--- src/rtl/ram_stream_reader.sv ---
// ============================================================================
//  Module   : ram_stream_reader
//  Purpose  : Walks a block of words out of a buffer RAM read port and presents
//             each word on a valid/ready stream toward a serial transmitter.
//  Revision : 1.0  initial release
// ============================================================================
`default_nettype none

module ram_stream_reader #(
  parameter int RAM_ADDR_WIDTH = 8,
  parameter int RAM_DATA_WIDTH = 8
) (
  input  logic                      in_clk,
  input  logic                      in_rst,
  input  logic                      in_start,
  input  logic                      in_abort,
  input  logic [RAM_ADDR_WIDTH-1:0] in_base_addr,
  input  logic [RAM_ADDR_WIDTH:0]   in_length,
  output logic [RAM_ADDR_WIDTH-1:0] out_ram_addr,
  input  logic [RAM_DATA_WIDTH-1:0] in_ram_data,
  output logic [RAM_DATA_WIDTH-1:0] out_tx_data,
  output logic                      out_tx_valid,
  input  logic                      in_tx_ready,
  output logic                      out_busy,
  output logic                      out_done
);

  // Remaining-word counter is one bit wider than the address so a full-depth
  // transfer (2**AW words) fits.
  localparam logic [RAM_ADDR_WIDTH:0]   c_REM_ONE  = 1;
  localparam logic [RAM_ADDR_WIDTH:0]   c_REM_ZERO = 0;
  localparam logic [RAM_ADDR_WIDTH-1:0] c_ADDR_ONE = 1;

  typedef enum logic [1:0] {
    S_IDLE = 2'd0,  // waiting for a start command
    S_WAIT = 2'd1,  // RAM samples the address on this edge
    S_CAPT = 2'd2,  // RAM data is available; capture it into the stream
    S_HOLD = 2'd3   // word presented, waiting for the consumer
  } state_t;

  state_t                      r_state;
  state_t                      w_state_next;
  logic [RAM_ADDR_WIDTH-1:0]   r_addr;
  logic [RAM_ADDR_WIDTH:0]     r_remaining;
  logic [RAM_DATA_WIDTH-1:0]   r_data;
  logic                        r_valid;
  logic                        r_busy;
  logic                        r_done;
  logic                        w_handshake;
  logic                        w_last;

  assign w_handshake = r_valid & in_tx_ready;
  assign w_last      = (r_remaining == c_REM_ONE);

  // State register.
  always_ff @(posedge in_clk or posedge in_rst) begin
    if (in_rst) begin
      r_state <= S_IDLE;
    end else begin
      r_state <= w_state_next;
    end
  end

  // Next-state logic; abort out of any active state wins over a handshake.
  always_comb begin
    w_state_next = r_state;
    if (r_state != S_IDLE && in_abort) begin
      w_state_next = S_IDLE;
    end else begin
      case (r_state)
        S_IDLE: if (in_start && in_length != c_REM_ZERO) w_state_next = S_WAIT;
        S_WAIT: w_state_next = S_CAPT;
        S_CAPT: w_state_next = S_HOLD;
        S_HOLD: if (w_handshake) w_state_next = w_last ? S_IDLE : S_WAIT;
        default: w_state_next = S_IDLE;
      endcase
    end
  end

  // Datapath and registered outputs: address, counter, stream word, flags.
  always_ff @(posedge in_clk or posedge in_rst) begin
    if (in_rst) begin
      r_addr      <= '0;
      r_remaining <= '0;
      r_data      <= '0;
      r_valid     <= 1'b0;
      r_busy      <= 1'b0;
      r_done      <= 1'b0;
    end else begin
      r_done <= 1'b0;
      if (r_state != S_IDLE && in_abort) begin
        r_valid <= 1'b0;
        r_busy  <= 1'b0;
      end else begin
        case (r_state)
          S_IDLE: begin
            if (in_start) begin
              if (in_length != c_REM_ZERO) begin
                r_addr      <= in_base_addr;
                r_remaining <= in_length;
                r_busy      <= 1'b1;
              end else begin
                // Zero-length request completes immediately with no data.
                r_done <= 1'b1;
              end
            end
          end
          S_CAPT: begin
            r_data  <= in_ram_data;
            r_valid <= 1'b1;
          end
          S_HOLD: begin
            if (w_handshake) begin
              r_valid     <= 1'b0;
              r_remaining <= r_remaining - c_REM_ONE;
              if (w_last) begin
                r_busy <= 1'b0;
                r_done <= 1'b1;
              end else begin
                r_addr <= r_addr + c_ADDR_ONE;
              end
            end
          end
          default: ;
        endcase
      end
    end
  end

  assign out_ram_addr = r_addr;
  assign out_tx_data  = r_data;
  assign out_tx_valid = r_valid;
  assign out_busy     = r_busy;
  assign out_done     = r_done;

endmodule

`default_nettype wire

--- config.mk ---
export PLATFORM = sky130hd
export DESIGN_NAME = ram_stream_reader
export DESIGN_NICKNAME = d
export VERILOG_FILES = /design/src/rtl/ram_stream_reader.sv
export SDC_FILE = /design/constraint.sdc
export NUM_CORES = 1
export LEC_CHECK = 0
export CAP_MARGIN = 20
export CORE_ASPECT_RATIO = 1.5
export CORE_MARGIN = 5
export CORE_UTILIZATION = 30
export DETAILED_ROUTE_END_ITERATION = 8
export PLACE_DENSITY = 0.62
export SLEW_MARGIN = 30
export SYNTH_ARGS = -nofsm -noshare
export SYNTH_HDL_FRONTEND = slang
export SYNTH_SLANG_ARGS = --single-unit
--- constraint.sdc ---
create_clock -name in_clk -period 2.1 [get_ports in_clk]
set_input_delay 0.42 -clock in_clk [delete_from_list [all_inputs] [get_ports in_clk]]
set_output_delay 0.42 -clock in_clk [all_outputs]
set_load 0.02 [all_outputs]
======== Word-level counts from Yosys, hierarchy flattened ========
Index checks and enable logic that the tools add are counted.
storage, ports and cells
  register bits after elaboration ......... 30
  latch bits .............................. 0
  RAM bits ................................ 0
  bits in read-only memories .............. 0
  input port bits ......................... 30
  output and inout port bits .............. 19
  logic and storage cells ................. 67
  memories kept ........................... 0
operators by class
  add/subtract/negate cells ............... 2
  $mul .................................... 0
  divide/modulo/power cells ............... 0
  order comparisons ....................... 0
  equality and inequality tests ........... 13
  shift operators ......................... 0
  mux-type cells .......................... 29
  bitwise logic cells ..................... 2
  reductions and logical operators ........ 14
operators with widths
  operator                                          count
  two-way mux 8 bit                                 4
  two-way mux 9 bit                                 3
  case mux 9 bit (2 select lines)                   1
  case mux 8 bit (2 select lines)                   1
  != test 3 bit, second input constant              5
  two-way mux 1 bit                                 13
  AND reduction 5 bit                               2
  == test 9 x 1 -> 1 bit, second input constant     1
  nonzero test 9 bit                                1
  subtractor 9 x 1 -> 9 bit, second input constant  1
  adder 8 x 1 -> 8 bit, second input constant       1
  != test 2 bit, second input constant              4
  case mux 2 bit (4 select lines)                   1
  two-way mux 2 bit                                 3
  case mux 1 bit (2 select lines)                   3
  AND reduction 2 bit                               3
  AND reduction 6 bit                               1
  nonzero test 3 bit                                2
  == test 2 bit, second input constant              2
  nonzero test 2 bit                                2
  == test 2 x 1 -> 1 bit, second input constant     1
  logical AND 1 bit                                 2
  zero test 2 bit                                   1
  AND 1 bit                                         1
  inverter 1 bit                                    1

======== Depth between registers and ports, before layout ========
Gate-level depths: netlist (run 1).
  depth after elaboration ................. 5
  depth in mapped cells ................... 9
  mapped depth without buffers ............ 7

======== Worst setup path after synthesis (run 1) ========
No wires, ideal clock.
  path type ............................... flip-flop to flip-flop
  start ................................... reg r_state[1]
  end ..................................... reg r_remaining[2]
  library setup time ...................... 0.124 ns
  arrival ................................. 1.930 ns
  data required time ...................... 1.976 ns
  slack ................................... 0.046 ns
  cell stages (with the launch flop) ...... 8
  buffers on the path ..................... 2
  clock period less this slack ............ 2.054 ns
  path through ............................ dfrtp_1 > ha_1 > buf_2 > a21boi_1 > a2111oi_4 > nand2_1 > clkbuf_1 > a211o_1
on the way
  longest elaborated chain between the ends .. 4
  elaborated cells between the ends (all ways) .. 11
  those cells by class .................... eq/ne: 4; mux: 1; bitwise: 1; reduce/logical: 5
ends and longest elaborated chain
  element                                                                      RTL line  text
  start: declaration                                                           41        state_t r_state;
  start signal: assignment                                                     60        r_state <= w_state_next;
  parallel branches: the longest is 4 deep, another holds AND reduction 5 bit  -
  end signal: assignment                                                       100       r_remaining <= in_length;
  end signal: assignment                                                       115       r_remaining <= r_remaining - c_REM_ONE;
  end: declaration                                                             44        logic [RAM_ADDR_WIDTH:0] r_remaining;
Several ways; the timed one is not identified.
A chain may end at the register's enable or synchronous reset.

======== Worst setup path in the final report (run 1) ========
  start ................................... in in_length[7]
  end ..................................... reg r_remaining[2]
on the way
  longest elaborated chain between the ends .. 3
ends and longest elaborated chain
  element                        RTL line  text
  start: declaration             18        input logic [RAM_ADDR_WIDTH:0] in_length,
  nonzero test 9 bit             98        if (in_length != c_REM_ZERO) begin
  != test 2 bit (no line)        -
  AND reduction 5 bit (no line)  -
Every way passes these cells.

==> results of run 1 <==
==> routing by layer <==
layer  track usage  vias to the layer above
li1              -                      856
met3        0.0358                        8
met1         0.152                      821
met4        0.0435                        0
met2         0.252                       43
met5             0                        -
==> cell families (layout without fill, tap and decap cells) <==
logic type	Yosys count	count (layout)	share of synthesized area
compound gates	62	62	0.225
fa+ha+maj	6	6	0.0421
simple gates	65	65	0.199
flops	30	30	0.421
buf+inv	18	94	0.0442
mux	11	11	0.0674
==> flip-flops by register name, summed over array words and instances (netlist names) <==
name / cells
out_ram_addr: 8
out_tx_valid: 1
out_busy: 1
out_done: 1
out_tx_data: 8
r_state: 2
r_remaining: 9
==> worst reg2reg max path: cells and delay by family (launching register included) <==
family	cells	cell delay (ps)
AOI/OAI and AO/OA	2	630
adders and majority gates	1	170
buffers and inverters	2	270
DFF	1	440
and+or+nand+nor	3	370
==> cells in the mapped netlist, drive strengths merged <==
| cell type | instances | area [µm²] |
|---|---|---|
| or3b | 1 | 8.76 |
| nor2 | 10 | 37.5 |
| o21ai | 16 | 80.1 |
| nor3b | 2 | 15.0 |
| a211oi | 4 | 35.0 |
| or3 | 3 | 23.8 |
| a21oi | 21 | 105 |
| o2bb2ai | 1 | 8.76 |
| buf | 4 | 26.3 |
| or4 | 1 | 11.3 |
| nand3 | 4 | 20.0 |
| nor3 | 8 | 40.0 |
| dfrtp | 30 | 751 |
| nand2 | 18 | 67.6 |
| nor4 | 3 | 33.8 |
| a211o | 1 | 8.76 |
| a2bb2oi | 1 | 8.76 |
| o22ai | 5 | 31.3 |
| nand3b | 1 | 7.51 |
| nand4b | 1 | 8.76 |
| inv | 9 | 33.8 |
| a31o | 1 | 8.76 |
| nand4 | 4 | 25.0 |
| a21boi | 1 | 7.51 |
| and2 | 2 | 12.5 |
| and3 | 1 | 6.26 |
| clkbuf | 5 | 18.8 |
| o22a | 3 | 26.3 |
| a31oi | 2 | 12.5 |
| o32ai | 3 | 26.3 |
| ha | 6 | 75.1 |
| nor2b | 1 | 6.26 |
| mux2 | 8 | 90.1 |
| mux2i | 3 | 30.0 |
| or2 | 1 | 6.26 |
| o31ai | 2 | 15.0 |
| nand2b | 4 | 25.0 |
| a2111oi | 1 | 27.5 |
==> worst min-delay path by stage <==
stage / to / cells after the start / startpoint
CTS: out_tx_data[6] / 1 / out_tx_data[6]
global placement: out_tx_data[4] / 1 / out_tx_data[4]
finish: out_ram_addr[6] / 3 / in_rst
detailed placement: out_tx_data[6] / 1 / out_tx_data[6]
global route: out_tx_data[5] / 1 / out_tx_data[5]
floorplan: r_remaining[1] / 2 / r_remaining[1]
==> final cells by class <==
cell class                      instances  area, µm²
Inverter                                9       33.8
Fill cell                             587       3080
Tap cell                               72       90.1
Multi-Input combinational cell        144        983
Sequential cell                        30        752
Clock inverter                          2       60.1
Timing Repair Buffer                   77        702
Clock buffer                            6       82.6
==> metrics by stage <==
step	power, µW	std cells	setup slack, ps	hold slack [ps]
2_1_floorplan	2530	192	46.4	473
3_3_place_gp	3420	331	-188	488
3_5_place_dp	3460	331	-210	496
4_1_cts	4220	339	50.1	512
5_1_grt	4640	340	-8.79	531
6_report	4300	340	104	507
==> where the power goes <==
group	internal, µW	switching (µW)	total (µW)
combinational	1190	1220	2410
clock	506	233	739
sequential	875	275	1150
==> repair_timing <==
action	in CTS	in global routing
endpoints found under the hold margin	0	0
endpoints found under the setup margin	1	17
buffers inserted	0	1
resized for setup	1	9
pin swaps	0	2
gates cloned	0	0
==> qor.csv, run 1 <==
stage,metric,value,unit
cts,cts_tree,yes,
status,outcome,"finished, final reports clean",
global_route,grt_util_all_layers,0.139,
setup_path,crit_path_start,in_length[7],
setup_path,crit_arrival,2180,ps
sta,hold_viol,0,
finish,design_area,0.00270,mm²
synth,ys_seq_area_frac,0.421,
synth,synth_area,0.00178,mm²
synth,ys_seq_elements,30,
setup_path,cp_max_fo,4,
setup_path,worstSetupPathType,input port to flop,
setup_path,worstPathRequired,2280,ps
detailed_routing,highest_layer,met4,
synth,synthCells,192,
finish,nets,303,
sta,fmax,501,MHz
setup_path,worstRegToRegCells,8,
sta,setup_viol,0,
finish,syn2layout_area_growth,51.8,%
power_and_ir_drop,irDropWorstVdd,0.753,mV
sta,slew_viol_final,0,
synth,avgSynthCellArea,9.28,µm²
detailed_routing,wl_met3,307,µm
synth,synth.net_count,228,
sta,period_needed,2000,ps
cts,cts_hold_buffers,0,
detailed_routing,vias,1728,
finish,utilization,0.467,
finish,drive_gt1_frac,0.216,
detailed_routing,ant_nets,0,
global_route,antenna_found_initial,0,
floorplanning,io_pins,49,
cts,cts_num_sinks,30,
detailed_routing,drt_iter0_markers,149,
setup_path,r2r_start,r_state[1],
floorplanning,core_area,0.00579,mm²
detailed_routing,dr.pass1.iters,5,
finish,mostFrequentLayoutCells,"48 x clkdlybuf4s50_1, 29 x dfrtp_1, 28 x buf_4",
setup_path,cp-start-kind,input port,
cts,clkTransAtPathRegs,70,ps
global_route,grt_max_degree,44,
global_route,grt_pass1_vias,1812,
placement,gp_congestion,0.818,
setup_path,r2r_slack,130,ps
synth,yosysWarnings,0,
cts,cts_max_level,2,
worst_hold_path,hold_path_class,input port to asynchronous set/reset pin,
setup_path,max_stage_delay,430,ps
floorplanning,die_w,72.9,µm
global_route,grt_pass1_wl,8470,µm
setup_path,path_cells,"clkdlybuf4s50_1, nor4_1, nand4b_1, and2_4, and3_1, a211o_1",
setup_path,crit_cells,6,
synth,synth_cell_type_count,43,
floorplanning,die_y,104,µm
detailed_routing,routed_via_density,5.08,
setup_path,crit_family,simple AND/OR/NAND/NOR gates,
sta,finalSetupTns,0,ps
placement,placed_area,0.00252,mm²
detailed_routing,m1WireLength,1880,µm
detailed_routing,wirelength,4980,µm
sta,fin_crit_sh,0.950,
sta,skew,7.09,ps
setup_path,critPathBufInv,1,
cts,clock_latency,290,ps
detailed_routing,wl_per_cell,14.6,µm
placement,hpwl,3690,µm
sta,rsz0062_at_grt,yes,
setup_path,cp-end-kind,flop,
setup_path,setup.worst_path.end,r_remaining[2],
placement,port_buffers,48,
floorplanning,die_area,0.00761,mm²
global_route,grt_overflow,0,
setup_path,worst_r2r_endpoint,r_remaining[3],
floorplanning,placementRows,34,
sta,slew_headroom,0.673,
finish,diodes,0,
cts,clockRootBuffer,clkbuf_8,
finish,mostFrequentLayoutCell,clkdlybuf4s50_1,
detailed_routing,post-route-drc-count,0,
floorplanning,initial_core_util,0.308,
job,drv_cap,0,
cts,clockBufferDepth,2,
detailed_routing,wl_met2,2700,µm
cts,cts_buffers,5,
power_and_ir_drop,power_leakage,0.00109,µW
sta,worst-slew-pin-transition,487,ps
power_and_ir_drop,powerDensity,1590,mW/mm²
setup_path,slowest_stage,clkdlybuf4s50_1,
Note: power is estimated with default switching activity, not from simulation.
==> inputs of run 2 (changes only) <==
--- a/config.mk
+++ b/config.mk
@@ -6,7 +6,7 @@
 export NUM_CORES = 1
 export LEC_CHECK = 0
 export CAP_MARGIN = 20
-export CORE_ASPECT_RATIO = 1.5
+export CORE_ASPECT_RATIO = 1.1
 export CORE_MARGIN = 5
 export CORE_UTILIZATION = 30
 export DETAILED_ROUTE_END_ITERATION = 8
==> qor.csv, run 2 (same netlist as run 1, synthesis figures left out) <==
stage,metric,value,unit
sta,fin_ws,103,ps
sta,worst-slew-pin-transition,447,ps
power_and_ir_drop,combPwrFrac,0.587,
finish,nets,306,
power_and_ir_drop,sw_frac_of_total,0.412,
detailed_routing,post-route-drc-count,0,
placement,placed_area,0.00255,mm²
finish,regMostFlops,r_remaining,
power_and_ir_drop,power_leakage,0.00109,µW
cts,clkTransAtPathRegs,70,ps
detailed_routing,ant_nets,0,
detailed_routing,wl_per_cell,14.1,µm
sta,setup_viol,0,
power_and_ir_drop,clock_power_share,0.141,
cts,clockRootBuffer,clkbuf_8,
detailed_routing,routed_via_density,5.01,
sta,fmax,501,MHz
setup_path,worstPathRequired,2260,ps
finish,drive_gt1_frac,0.218,
power_and_ir_drop,p_int,2430,µW
placement,hpwl,3540,µm
finish,syn2layout_area_growth,50.7,%
setup_path,worstRegToRegCells,5,
floorplanning,io_pins,49,
job,drv_cap,0,
floorplanning,core_area,0.00577,mm²
global_route,grt_overflow,0,
finish,design_area,0.00269,mm²
sta,period_needed,2000,ps
sta,slew_viol_final,0,
global_route,grt_pass1_wl,8310,µm
floorplanning,placementRows,29,
worst_hold_path,hold_path_depth,1,
detailed_routing,drt_iter0_markers,132,
sta,slew_headroom,0.700,
global_route,grt_util_all_layers,0.135,
floorplanning,die_w,83.5,µm
detailed_routing,vias,1745,
detailed_routing,wirelength,4910,µm
finish,nFillCells,562,
setup_path,worstSetupPathType,flop to flop,
cts,cts_num_sinks,30,
detailed_routing,dr.pass1.iters,4,
global_route,grt_max_degree,44,
placement,port_buffers,48,
cts,clockBufferDepth,2,
setup_path,cp-start-kind,flop,
finish,diodes,0,
floorplanning,die_area,0.00758,mm²
worst_hold_path,hold_path_class,flop to flop,
finish,largest_register_ffs,9,
cts,cts_buffers,5,
cts,cts_hold_buffers,0,
finish,mostFrequentLayoutCells,"48 x clkdlybuf4s50_1, 31 x buf_4, 30 x dfrtp_1",
sta,fin_crit_sh,0.951,
power_and_ir_drop,p_sw,1700,µW
cts,cts_max_level,2,
placement,gp_congestion,0.847,
power_and_ir_drop,powerDensity,1540,mW/mm²
floorplanning,initial_core_util,0.309,
placement,dp_slack,-194,ps
cts,cts_tree,yes,
power_and_ir_drop,irDropWorstVdd,0.724,mV
power_and_ir_drop,seqPwrFrac,0.272,
global_route,antenna_found_initial,0,
power_and_ir_drop,p_total,4130,µW
setup_path,cp-end-kind,flop,
sta,hold_viol,0,
sta,skew,4.00,ps
status,outcome,"finished, final reports clean",
finish,mostFrequentLayoutCell,clkdlybuf4s50_1,
floorplanning,die_y,90.8,µm
global_route,grt_pass1_vias,1771,
setup_path,cp_max_fo,7,
cts,clock_latency,280,ps
setup_path,crit_arrival,2160,ps
## run 2: cell types whose count changed in the layout (fill, tap and decap cells not counted), sizes merged
cell	before	now
clkinv	0	2
buf	29	32
bufinv	2	1
clkbuf	6	5
## run 2: critical path, stage by stage, from the launching register on
cell and delay, ps:
dfrtp_1 400, or3_4 440, or4_4 600, a31o_1 230, a21oi_1 140, a21oi_1 50
## run 2: final timing paths
| kind | startpoint | slack (ps) | endpoint |
|---|---|---|---|
| worst max-delay path | r_remaining[5] | 100 | out_ram_addr[4] |
| worst min-delay path | out_tx_data[0] | 510 | out_tx_data[0] |
| worst max register to register | r_remaining[5] | 100 | out_ram_addr[4] |
| worst min register to register | out_tx_data[0] | 510 | out_tx_data[0] |
| max in group asynchronous | in_rst | 1290 | out_ram_addr[6] |
| min in group asynchronous | in_rst | 520 | out_ram_addr[5] |
## run 2: power by group through the flow
stage / Sequential (µW) / Combinational [µW] / Clock, µW
finish: 1120 / 2420 / 580
detailed placement: 1130 / 2350 / 0
global placement: 1130 / 2320 / 0
global route: 1170 / 2660 / 631
CTS: 1120 / 2370 / 597
floorplan: 1310 / 1210 / 0
## run 2: final cells by class
cell class / count / area (µm²) / area share
Multi-Input combinational cell: 144 / 971 / 0.362
Sequential cell: 30 / 751 / 0.280
Clock buffer: 5 / 68.8 / 0.0256
Inverter: 9 / 33.8 / 0.0126
Tap cell: 77 / 96.3 / 0.0359
Clock inverter: 3 / 40.0 / 0.0149
Timing Repair Buffer: 80 / 724 / 0.270
## run 2: per-layer routing
layer,wire (µm),global-route usage,up-vias
met1,2310,0.177,820
met3,222,0.0411,9
met5,0,0,-
met4,97,0.0563,0
li1,-,-,864
met2,2280,0.207,52
## run 2: repair_timing
action,in CTS,in global routing
buffers inserted,0,1
setup endpoints to repair,0,7
gates resized for setup,0,6
## run 2: metrics by stage
stage / util / cells / TNS [ps] / hold WS [ps]
global placement: 0.441 / 339 / -1370 / 487
floorplan: - / 192 / 0 / 473
detailed placement: 0.441 / 339 / -2040 / 496
finish: 0.465 / 348 / 0 / 506
CTS: 0.460 / 347 / 0 / 511
global route: 0.465 / 348 / -11.1 / 531
==> RTL edit, RTL diff (flow settings as in run 1) <==
Reset style: synchronous (`in_rst`), changed in 2 clocked blocks.
--- a/src/rtl/ram_stream_reader.sv
+++ b/src/rtl/ram_stream_reader.sv
@@ -54,5 +54,5 @@
 
   // State register.
-  always_ff @(posedge in_clk or posedge in_rst) begin
+  always_ff @(posedge in_clk) begin
     if (in_rst) begin
       r_state <= S_IDLE;
@@ -79,5 +79,5 @@
 
   // Datapath and registered outputs: address, counter, stream word, flags.
-  always_ff @(posedge in_clk or posedge in_rst) begin
+  always_ff @(posedge in_clk) begin
     if (in_rst) begin
       r_addr      <= '0;
Formal check against the unedited RTL: differs if in_rst is asserted again (counterexample within 4 cycles, from zero or initial values and one cycle with in_rst high); with in_rst held inactive, the same outputs for 10 cycles.
==> RTL edit against run 1 <==
  * Sequential cell count unchanged
  * Fmax increased by 5.9%
  * Area after synthesis decreased by 0.84%
  * Power decreased by 26%
  * Critical endpoint is now r_remaining[1]
  * Synthesized cell count increased by 15%
  * Final cell count increased by 2.6%
  * Utilization decreased by 4.2 points
  * Highest routed layer unchanged
  * Routed wire length decreased by 5.9%
  * Sequential power decreased by 13%
  * Via count increased by 3.5%
  * Cell area decreased by 9.1%
  * Worst setup slack improved by 110 ps
  * Clock power decreased by 35%
==> RTL edit: results (changes against run 1) <==
[placement]
routabilityCongestion = 0.765  ; was 0.818
placed_area_sq_um = 2370  ; was 2520 sq um
place_hpwl_um = 3660  ; was 3690 um
io_buffers = 48  ; unchanged

[synthesis]
synth.net_count = 257  ; was 228
synth_warnings = 0  ; unchanged
synth_area_leaders = dfxtp_1 34%, a21oi_1 7.1%, nand2_1 5.7%  ; was dfrtp_1 42%, a21oi_1 5.9%, mux2_2 5.1%
synth_top_flop_cell = dfxtp_1  ; was dfrtp_1
yosysSeqAreaShare_pct = 34.0  ; was 42.1%
synth_common_cells = 30 x dfxtp_1, 27 x nand2_1, 25 x a21oi_1, 21 x nor2_1, 13 x nand3_1  ; was 30 x dfrtp_1, 21 x a21oi_1, 18 x nand2_1, 14 x o21ai_0, 10 x nor2_1
async_flop_share_pct = 0  ; was 100%
synth_cell_types = 47  ; was 43

[clock_tree]
post_cts_buffers = 0  ; unchanged
clk_pin_slew_ps = 60
postCtsResizedCells = 0  ; was 1
h-tree-depth = 2  ; unchanged
clk_latency_ps = 280
cts_root_buffer = clkbuf_8  ; unchanged
cts_buffers = 5  ; unchanged
max-clock-path-buffers = 2  ; unchanged

[min_path]
whs_path_depth = 2
hp-start = out_tx_data[4]
worstHoldPathType = flop to flop  ; was input port to asynchronous set/reset pin

[layout]
drive_gt1_share_pct = 11.6  ; was 21.6%
largest_register_ffs = 9  ; unchanged
nets = 313  ; was 303
nFillCells = 634  ; was 587
largest-register = r_remaining  ; unchanged
antenna_cells = 0  ; unchanged

[global_routing]
track_usage_pct = 12.9  ; was 13.9%
grt_max_degree = 23  ; was 44
antenna_found_initial = 0  ; unchanged
grt_pass1_wl_um = 7900  ; was 8470 um
grt_pass1_vias = 1719  ; was 1812

[setup_path]
cp.arrival_ps = 2100  ; was 2180 ps
r2r_cells = 7  ; was 8
max_stage_delay_ps = 400  ; was 430 ps
cp_slowest_cell = dfxtp_1  ; was clkdlybuf4s50_1
r2r-start = r_state[1]  ; unchanged
worst_setup_path_start_kind = flop  ; was input port
path_max_fanout = 8  ; was 4
crit_family = simple AND/OR/NAND/NOR gates  ; unchanged

[sta]
skew_ps = 2.22  ; was 7.09 ps
max-slew-margin-rel_pct = 75.7  ; was 67.3%

[route]
drt_iter0_drc = 36  ; was 149
dr.pass1.iters = 4  ; was 5
wire_per_inst_um = 13.4  ; was 14.6 um
viasPerCell = 5.13  ; was 5.08

[power]
total_leakage_power_nw = 0.891  ; was 1.09 nW
ir_drop_mv = 0.465  ; was 0.753 mV

[outcome]
status = finished clean  ; unchanged

==> RTL edit: changes by cell type after synthesis, sizes merged, moves of 9 or more <==
cell,change
nor2,+11
nand3,+9
nand2,+9
dfxtp,+30
dfrtp,-30
o21ai,-11
==> RTL edit: cells by family after synthesis <==
group	Yosys count	synth area share, %
compound gates	59	22.0
xor+xnor	1	0.496
fa+ha+maj	7	4.96
buf+inv	18	5.10
flops	30	34.0
mux	5	2.97
simple gates	100	30.5
==> RTL edit: worst reg2reg max path, stage by stage, from the launching register on <==
cell and delay, ps:
dfxtp_1 400, inv_1 80, ha_1 250, and2b_4 200, nor4_4 240, and2_1 350
o211ai_1 140, a21oi_1 150
==> RTL edit: path summary, 6_finish.rpt <==
path / endpoint / slack [ps]
max: r_remaining[1] / 220
min: out_tx_data[4] / 460
max reg2reg: r_remaining[1] / 220
min reg2reg: out_tx_data[4] / 460
==> RTL edit: per-layer routing <==
| layer | vias to the layer above | track usage, % | wire length (um) |
|---|---|---|---|
| met2 | 41 | 22.0 | 2410 |
| met4 | 0 | 6.73 | 128 |
| met1 | 831 | 14.9 | 1920 |
| met5 | - | 0 | 0 |
| met3 | 8 | 2.32 | 226 |
| li1 | 909 | - | - |
==> RTL edit: area by class of cell <==
cell class                 count  area share [%]
tap                           72            3.66
sequential                    30            24.4
timing repair buffer          61            23.5
clock inverter                 1           0.204
clock buffer                   7            3.51
inverter                       6           0.916
multi-input combinational    172            43.8
==> RTL edit: metrics by stage <==
stage | instances | worst slack (ps) | util, % | total power, W
6_report | 349 | 216 | 42.5 | 0.00320
5_1_grt | 349 | 54.9 | 42.5 | 0.00346
4_1_cts | 349 | 202 | 42.5 | 0.00323
3_5_place_dp | 341 | -9.76 | 40.9 | 0.00274
3_3_place_gp | 341 | 15.1 | 40.9 | 0.00274
2_1_floorplan | 220 | 442 | - | 0.00219
==> RTL edit: power by group <==
| group | internal [W] | switching [W] |
|---|---|---|
| clock | 0.000264 | 0.000216 |
| sequential | 0.000768 | 0.000228 |
| combinational | 0.000805 | 0.000919 |
| total | 0.00184 | 0.00136 |
